<file path="config.mk">
export PLATFORM = sky130hd
export DESIGN_NAME = uart_apb
export DESIGN_NICKNAME = d
export VERILOG_FILES = /design/src/rtl/uart_apb.sv
export SDC_FILE = /design/constraint.sdc
export NUM_CORES = 1
export LEC_CHECK = 0
export CAP_MARGIN = 25
export CELL_PAD_IN_SITES_DETAIL_PLACEMENT = 0
export CELL_PAD_IN_SITES_GLOBAL_PLACEMENT = 1
export CORE_AREA = 2 2 113 115
export CTS_CLUSTER_SIZE = 16
export DETAILED_ROUTE_END_ITERATION = 10
export DIE_AREA = 0 0 115 117
export PLACE_DENSITY_LB_ADDON = 0.15
export SLEW_MARGIN = 20
export SYNTH_ARGS = -nofsm -noshare
export SYNTH_HDL_FRONTEND = slang
export SYNTH_SLANG_ARGS = --single-unit
</file>
<file path="constraint.sdc">
create_clock -name PCLK -period 2.3 [get_ports PCLK]
set_input_delay 0.46 -clock PCLK [delete_from_list [all_inputs] [get_ports PCLK]]
set_output_delay 0.46 -clock PCLK [all_outputs]
set_load 0.01 [all_outputs]
</file>
<file path="src/rtl/uart_apb.sv">
// rtl/uart_apb.sv - APB3 UART with single-entry TX/RX holding registers and programmable baud
module uart_apb #(
  parameter int FIXEDMODE         = 0,
  parameter int BAUD_VALUE        = 1,
  parameter int PRG_BIT8          = 1,
  parameter int PRG_PARITY        = 0,
  parameter int BAUD_VAL_FRCTN_EN = 0,
  parameter int BAUD_VAL_FRCTN    = 0
) (
  input  logic       PCLK,
  input  logic       PRESET,
  input  logic       PSEL,
  input  logic       PENABLE,
  input  logic       PWRITE,
  input  logic [4:0] PADDR,
  input  logic [7:0] PWDATA,
  output logic [7:0] PRDATA,
  output logic       PREADY,
  output logic       PSLVERR,
  output logic       TXRDY,
  output logic       RXRDY,
  output logic       PARITY_ERR,
  output logic       FRAMING_ERR,
  output logic       OVERFLOW,
  input  logic       RX,
  output logic       TX
);
  typedef enum logic [2:0] {S_IDLE, S_START, S_DATA, S_PARITY, S_STOP} state_t;

  localparam logic [12:0] BAUD_P  = 13'(BAUD_VALUE);
  localparam logic [7:0]  CTRL1_P = BAUD_P[7:0];
  localparam logic [7:0]  CTRL2_P = {BAUD_P[12:8], (PRG_PARITY == 2), (PRG_PARITY != 0), (PRG_BIT8 != 0)};
  localparam logic [2:0]  CTRL3_P = 3'(BAUD_VAL_FRCTN);

  logic [7:0]  ctrl1, ctrl2;
  logic [2:0]  ctrl3;
  logic        wr_en, rd_rx;
  logic [13:0] baud_cnt, baud_lim;
  logic [2:0]  frac_cnt;
  logic        tick;

  assign wr_en   = PSEL & PENABLE & PWRITE;
  assign rd_rx   = PSEL & PENABLE & ~PWRITE & (PADDR == 5'h04);
  assign PREADY  = 1'b1;
  assign PSLVERR = 1'b0;

  // Control registers; in fixed mode they keep their parameter-derived reset values
  always_ff @(posedge PCLK) begin
    if (PRESET) begin
      ctrl1 <= CTRL1_P;
      ctrl2 <= CTRL2_P;
      ctrl3 <= CTRL3_P;
    end else if (wr_en && FIXEDMODE == 0) begin
      case (PADDR)
        5'h08:   ctrl1 <= PWDATA;
        5'h0C:   ctrl2 <= PWDATA;
        5'h14:   ctrl3 <= PWDATA[2:0];
        default: ;
      endcase
    end
  end

  // Oversample tick generator; the first F ticks of every group of 8 are stretched by one clock
  assign baud_lim = {1'b0, ctrl2[7:3], ctrl1} +
                    ((BAUD_VAL_FRCTN_EN != 0 && frac_cnt < ctrl3) ? 14'd1 : 14'd0);
  assign tick = (baud_cnt >= baud_lim);

  always_ff @(posedge PCLK) begin
    if (PRESET) begin
      baud_cnt <= '0;
      frac_cnt <= '0;
    end else if (tick) begin
      baud_cnt <= '0;
      frac_cnt <= frac_cnt + 3'd1;
    end else begin
      baud_cnt <= baud_cnt + 14'd1;
    end
  end

  // ---------------- transmitter ----------------
  state_t     tx_state, tx_next;
  logic [3:0] tx_cnt;
  logic [2:0] tx_bits;
  logic [7:0] tx_hold, tx_sh;
  logic       tx_rdy, tx_par, tx_d, tx_load, tx_bit_done, tx_last;

  assign tx_bit_done = tick && (tx_cnt == 4'd15);
  assign tx_last     = (tx_bits == (ctrl2[0] ? 3'd7 : 3'd6));
  assign tx_load     = !tx_rdy && (tx_state == S_IDLE || (tx_state == S_STOP && tx_bit_done));
  assign TXRDY       = tx_rdy;

  // TX state register
  always_ff @(posedge PCLK) begin
    if (PRESET) tx_state <= S_IDLE;
    else        tx_state <= tx_next;
  end

  // TX next state; a queued byte goes straight from STOP into START
  always_comb begin
    tx_next = tx_state;
    case (tx_state)
      S_IDLE:   if (!tx_rdy) tx_next = S_START;
      S_START:  if (tx_bit_done) tx_next = S_DATA;
      S_DATA:   if (tx_bit_done && tx_last) tx_next = ctrl2[1] ? S_PARITY : S_STOP;
      S_PARITY: if (tx_bit_done) tx_next = S_STOP;
      S_STOP:   if (tx_bit_done) tx_next = tx_rdy ? S_IDLE : S_START;
      default:  tx_next = S_IDLE;
    endcase
  end

  // TX line level for the current state
  always_comb begin
    tx_d = 1'b1;
    case (tx_state)
      S_START:  tx_d = 1'b0;
      S_DATA:   tx_d = tx_sh[0];
      S_PARITY: tx_d = tx_par;
      default:  tx_d = 1'b1;
    endcase
  end

  // TX holding register, shifter, bit counters and registered TX pin
  always_ff @(posedge PCLK) begin
    if (PRESET) begin
      TX      <= 1'b1;
      tx_rdy  <= 1'b1;
      tx_hold <= '0;
      tx_sh   <= '0;
      tx_par  <= 1'b0;
      tx_cnt  <= '0;
      tx_bits <= '0;
    end else begin
      TX <= tx_d;
      if (tx_load) begin
        tx_rdy  <= 1'b1;
        tx_sh   <= tx_hold;
        tx_par  <= (^(ctrl2[0] ? tx_hold : {1'b0, tx_hold[6:0]})) ^ ctrl2[2];
        tx_cnt  <= '0;
        tx_bits <= '0;
      end else begin
        if (wr_en && PADDR == 5'h00 && tx_rdy) begin
          tx_rdy  <= 1'b0;
          tx_hold <= PWDATA;
        end
        if (tick) tx_cnt <= tx_cnt + 4'd1;
        if (tx_bit_done && tx_state == S_DATA) begin
          tx_sh   <= {1'b0, tx_sh[7:1]};
          tx_bits <= tx_bits + 3'd1;
        end
      end
    end
  end

  // ---------------- receiver ----------------
  state_t     rx_state, rx_next;
  logic       rx_s1, rx_s2, rx_prev;
  logic [3:0] rx_cnt;
  logic [2:0] rx_bits;
  logic [7:0] rx_sh, rx_data, rx_buf;
  logic       rx_parbit, rx_sample, rx_last, rx_perr;
  logic       rx_shift, rx_cap_par, rx_done;
  logic       rxrdy_q, perr_q, ferr_q, ovf_q;

  assign rx_sample = tick && ((rx_state == S_START) ? (rx_cnt == 4'd7) : (rx_cnt == 4'd15));
  assign rx_last   = (rx_bits == (ctrl2[0] ? 3'd7 : 3'd6));
  assign rx_data   = ctrl2[0] ? rx_sh : {1'b0, rx_sh[7:1]};
  assign rx_perr   = ctrl2[1] && (rx_parbit != ((^rx_data) ^ ctrl2[2]));

  // RX state register
  always_ff @(posedge PCLK) begin
    if (PRESET) rx_state <= S_IDLE;
    else        rx_state <= rx_next;
  end

  // RX next state; only a falling edge arms a frame, so a line stuck low yields one frame
  always_comb begin
    rx_next = rx_state;
    case (rx_state)
      S_IDLE:   if (rx_prev && !rx_s2) rx_next = S_START;
      S_START:  if (rx_sample) rx_next = rx_s2 ? S_IDLE : S_DATA;
      S_DATA:   if (rx_sample && rx_last) rx_next = ctrl2[1] ? S_PARITY : S_STOP;
      S_PARITY: if (rx_sample) rx_next = S_STOP;
      S_STOP:   if (rx_sample) rx_next = S_IDLE;
      default:  rx_next = S_IDLE;
    endcase
  end

  // RX per-state sample strobes
  always_comb begin
    rx_shift   = 1'b0;
    rx_cap_par = 1'b0;
    rx_done    = 1'b0;
    case (rx_state)
      S_DATA:   rx_shift   = rx_sample;
      S_PARITY: rx_cap_par = rx_sample;
      S_STOP:   rx_done    = rx_sample;
      default:  ;
    endcase
  end

  // RX synchroniser, tick counter restarted on every state change, data shifter
  always_ff @(posedge PCLK) begin
    if (PRESET) begin
      rx_s1     <= 1'b1;
      rx_s2     <= 1'b1;
      rx_prev   <= 1'b1;
      rx_cnt    <= '0;
      rx_bits   <= '0;
      rx_sh     <= '0;
      rx_parbit <= 1'b0;
    end else begin
      rx_s1   <= RX;
      rx_s2   <= rx_s1;
      rx_prev <= rx_s2;
      if (rx_next != rx_state) rx_cnt <= '0;
      else if (tick)           rx_cnt <= rx_cnt + 4'd1;
      if (rx_state == S_START) rx_bits <= '0;
      if (rx_shift) begin
        rx_sh   <= {rx_s2, rx_sh[7:1]};
        rx_bits <= rx_bits + 3'd1;
      end
      if (rx_cap_par) rx_parbit <= rx_s2;
    end
  end

  // RX buffer and flags; a frame completing alongside an RXDATA read wins over the clear
  always_ff @(posedge PCLK) begin
    if (PRESET) begin
      rx_buf  <= '0;
      rxrdy_q <= 1'b0;
      perr_q  <= 1'b0;
      ferr_q  <= 1'b0;
      ovf_q   <= 1'b0;
    end else begin
      if (rd_rx) begin
        rxrdy_q <= 1'b0;
        perr_q  <= 1'b0;
        ferr_q  <= 1'b0;
        ovf_q   <= 1'b0;
      end
      if (rx_done) begin
        rx_buf  <= rx_data;
        rxrdy_q <= 1'b1;
        if (rx_perr)           perr_q <= 1'b1;
        if (!rx_s2)            ferr_q <= 1'b1;
        if (rxrdy_q && !rd_rx) ovf_q  <= 1'b1;
      end
    end
  end

  assign RXRDY       = rxrdy_q;
  assign PARITY_ERR  = perr_q;
  assign FRAMING_ERR = ferr_q;
  assign OVERFLOW    = ovf_q;

  // Read mux, driven only while selected
  always_comb begin
    PRDATA = 8'h00;
    if (PSEL) begin
      case (PADDR)
        5'h04:   PRDATA = rx_buf;
        5'h08:   PRDATA = ctrl1;
        5'h0C:   PRDATA = ctrl2;
        5'h10:   PRDATA = {3'b000, ferr_q, ovf_q, perr_q, rxrdy_q, tx_rdy};
        5'h14:   PRDATA = {5'b00000, ctrl3};
        default: PRDATA = 8'h00;
      endcase
    end
  end
endmodule

</file>
==> impl.org <==
** Run status
- Run status :: finished, final reports clean

** Layout
- For this run, the post-layout net count is 661.
- Fin util :: 51.2%
- In the layout the commonest cells are sky130_fd_sc_hd__dfxtp_1 (83), sky130_fd_sc_hd__nor2_1 (78), sky130_fd_sc_hd__buf_4 (52).
- Total of fill cells in the finished design :: 1178
- Relative to the synthesized area, the layout overhead comes to 27.3%.
- Fraction of final layout cells with drive strength greater than 1 :: 29.1%
- Leaving out fill and tap cells, the most frequent cell in the layout is sky130_fd_sc_hd__dfxtp_1.
- Finished Layout Cells :: 779
- Number of antenna cells inserted :: 0

** Timing
- Count of endpoints failing setup in the final report :: 0
- For this run, the top clock speed supported by timing is 0.436 GHz.
- The number of hold-slack violations in the final timing report came to 0.
- Dividing the final minimum period by the clock period gives 99.7%.
- Setup slack on the critical path of the routed design comes to 6.81 ps.
- At the pin with the least slew margin, the transition time is 632 ps.
- Unrepaired setup endpoints after global routing :: yes
- Worst hold slack after final layout :: 425 ps
- Slew headroom :: 57.8%
- The count of pins over their slew limit came to 0.
- The smallest clock period supported by the final layout is computed as 2290 ps.
- Worst clock skew on the final layout :: 11.0 ps

** Clock tree
- Hold repair after CTS inserted 0 buffers.
- CTS Buf Count :: 9
- In this run the deepest clock path goes through 2 buffers.
- TritonCTS built the clock tree.
- Clock slew at reported path FFs :: 70 ps
- Clock tree synthesis found a total of 96 sinks.
- Insertion delay of the later-clocked pin in the worst-skew pair :: 360 ps
- Max H-tree Level :: 3
- Root buffer cell :: sky130_fd_sc_hd__clkbuf_16

** Floorplanning
- For this configuration, the core starts out at a cell density of 40.2%.
- Die Outline Area :: 13500 sq um
- Number of placement rows :: 41
- Width of the chip :: 115 um
- # IOs :: 35
- Area inside the core boundary :: 12300 sq um
- Measured along the y axis, the die boundary spans 117 um.

** Setup path
- Most repeated library cell on the critical path :: sky130_fd_sc_hd__a21oi_4
- Broken down by cell family, the worst path's largest delay share belongs to compound AO/OA/AOI/OAI gates.
- Data required time at the worst endpoint :: 2530 ps
- Data arrival, critical path :: 2530 ps
- Worst setup SP type :: register
- Cell with the largest stage delay on the worst path :: sky130_fd_sc_hd__dfxtp_2
- Critical path cell sequence :: inv_2, ha_4, nand4_1, buf_4, a21oi_4, o311ai_4, buf_6, a21oi_4, and4bb_1, a41oi_2, nor2_1
- In this design, the stage delay of the slowest critical-path cell is 330 ps.
- Type of destination of the critical path :: register
- Crit Path Category :: reg -> reg
- Total buffers and inverters traversed by the critical path :: 3
- In this run the worst path has a maximum fanout of 4.

** Synthesis
- Count of synthesis-stage warnings from yosys :: 0
- Share of synthesized flip-flops with an asynchronous set or reset :: 0%
- Count of flip-flops with a built-in enable after synthesis :: 0
- Counting every net in the synthesized netlist gives 586.
- In this run the biggest area consumer among cell types represents 38.8% of the synthesized area.
- Yosys top cell by area :: sky130_fd_sc_hd__dfxtp_1
- Number of unique standard cell types used by synthesis :: 73
- The most used flip-flop cell after synthesis is sky130_fd_sc_hd__dfxtp_1.
- Yosys attributes the largest share of cell area to sky130_fd_sc_hd__dfxtp_1 (39%), sky130_fd_sc_hd__mux2i_1 (9.5%), sky130_fd_sc_hd__nor2_1 (6.1%).
- Part of the Yosys area used for sequential elements :: 38.8%
- In this run the cell area of the synthesized design comes to 4950 sq um.
- Each instance of the synthesized netlist takes up on average 9.02 sq um.
- Register bit total from synthesis :: 96
- Instance count of the mapped netlist :: 549

** Route
- Detailed-route wire length :: 12300 um
- Using the TritonRoute via totals, the vias-per-cell ratio works out to 5.13.
- Residual DRC :: 0
- The first routing iteration left 187 violations.
- Detailed-routing iteration count for the pre-antenna-repair pass :: 4
- The count of nets left with antenna violations once routing finished came out at 0.
- Average routed wire per standard cell :: 15.8 um
- The routed layout has 3993 vias.

** Placement
- Prior to clock tree synthesis, the placed netlist has a worst setup slack of -625 ps.
- HPWL Detailed :: 8670 um
- Number of placed instances with taps included :: 756
- Number of input and output port buffers inserted :: 32
- The congestion estimate from routability-driven global placement came to 0.875.

** Power and ir drop
- Leakage power summed over all cells :: 2.41 nW
- Total power for the finished layout comes to 0.00424 W.
- Max VDD drop :: 0.373 mV
- For this design the ratio of total power to cell area is 672 nW/um^2.

** GRT
- Global route overflow :: 0
- Entering global routing, the biggest net connects 50 pins.
- Vias in the first global route :: 3761
- Global routing used 18.8% of the available tracks across all layers.
- The number of antenna violations at the first check in global routing was 0.
- The first global-routing pass estimated 19300 um of wire.

** Worst hold path
- Path class of the lowest-slack min-delay path :: reg -> reg

** Job
- Max-cap violations in this run came to 0.
-- per-layer routing --
layer	part of all wire, %	vias to the layer above	GRT usage, %
met5	0	-	0
met4	1.7	0	8.27
met3	3.0	14	3.76
met2	44	55	27.5
met1	52	1881	26.9
li1	-	2043	-
-- power by group --
group	switching, W	internal (W)	total (W)
Combinational	0.000464	0.000421	0.000884
Clock	0.000698	0.000887	0.00159
Sequential	0.0000491	0.00172	0.00177
Total	0.00121	0.00303	0.00424
-- kinds of logic after synthesis --
family                   count (synthesis)  synth area share (%)
XOR/XNOR                                38                  6.72
flip-flops                              96                  38.8
buffers and inverters                   52                  5.91
AO/OA/AOI/OAI                           86                  12.9
other                                    2                 0.152
multiplexers                            48                  9.72
adder cells (fa/ha/maj)                 18                  4.55
AND/OR/NAND/NOR                        209                  21.3
-- layout make-up --
cell class / count / area (sq um) / share of cell area [%]
tap: 150 / 188 / 2.98
sequential: 96 / 1940 / 30.8
clock buffer: 10 / 239 / 3.79
multi-input combinational: 402 / 3000 / 47.6
timing repair buffer: 94 / 779 / 12.4
inverter: 21 / 78.8 / 1.25
clock inverter: 6 / 72.6 / 1.15
-- flip-flops by register name (all words and copies together), names as in the netlist, 3 cells and up --
name,cells
baud_cnt,14
ctrl1,8
ctrl2,8
ctrl3,3
rx_bits,3
rx_buf,8
rx_cnt,4
rx_sh,8
rx_state,3
tx_bits,3
tx_cnt,4
tx_hold,8
tx_sh,8
tx_state,3
-- through the flow --
stage	setup TNS, ps	cell area, sq um
after floorplan	0	4950
after global placement	-6170	5680
after detailed placement	-6720	5680
after CTS	0	6030
after global routing	-1050	6300
final	0	6300
-- final timing paths --
kind,startpoint,to,slack [ps],cells past startpoint
worst max-delay path,ctrl1[5],rx_cnt[0],7,11
worst min-delay path,rx_s1,rx_s2,430,1
worst max register to register,ctrl1[5],rx_cnt[0],7,11
worst min register to register,rx_s1,rx_s2,430,1
-- repair_timing --
item                       4_1_cts  5_1_grt
gates cloned                     0        2
pin swaps                        9       25
setup endpoints to repair       43       68
setup buffers                    2        3
gates resized for setup         58       56
-- cell usage after synthesis, drive strengths merged, types with 2 or more instances --
master,number
a211o,2
a211oi,8
a21o,2
a21oi,40
a221oi,2
a22oi,6
a31oi,2
a32o,2
and2,3
and3,7
and4bb,2
buf,16
clkbuf,15
conb,2
dfxtp,96
ha,18
inv,21
mux2i,47
nand2,48
nand2b,3
nand3,19
nand4,7
nand4b,2
nor2,84
nor2b,2
nor3,16
nor3b,3
nor4,2
o21ai,8
o22ai,5
or2,5
or3,2
xnor2,23
xor2,15
Power figures use the tool's default switching activity.
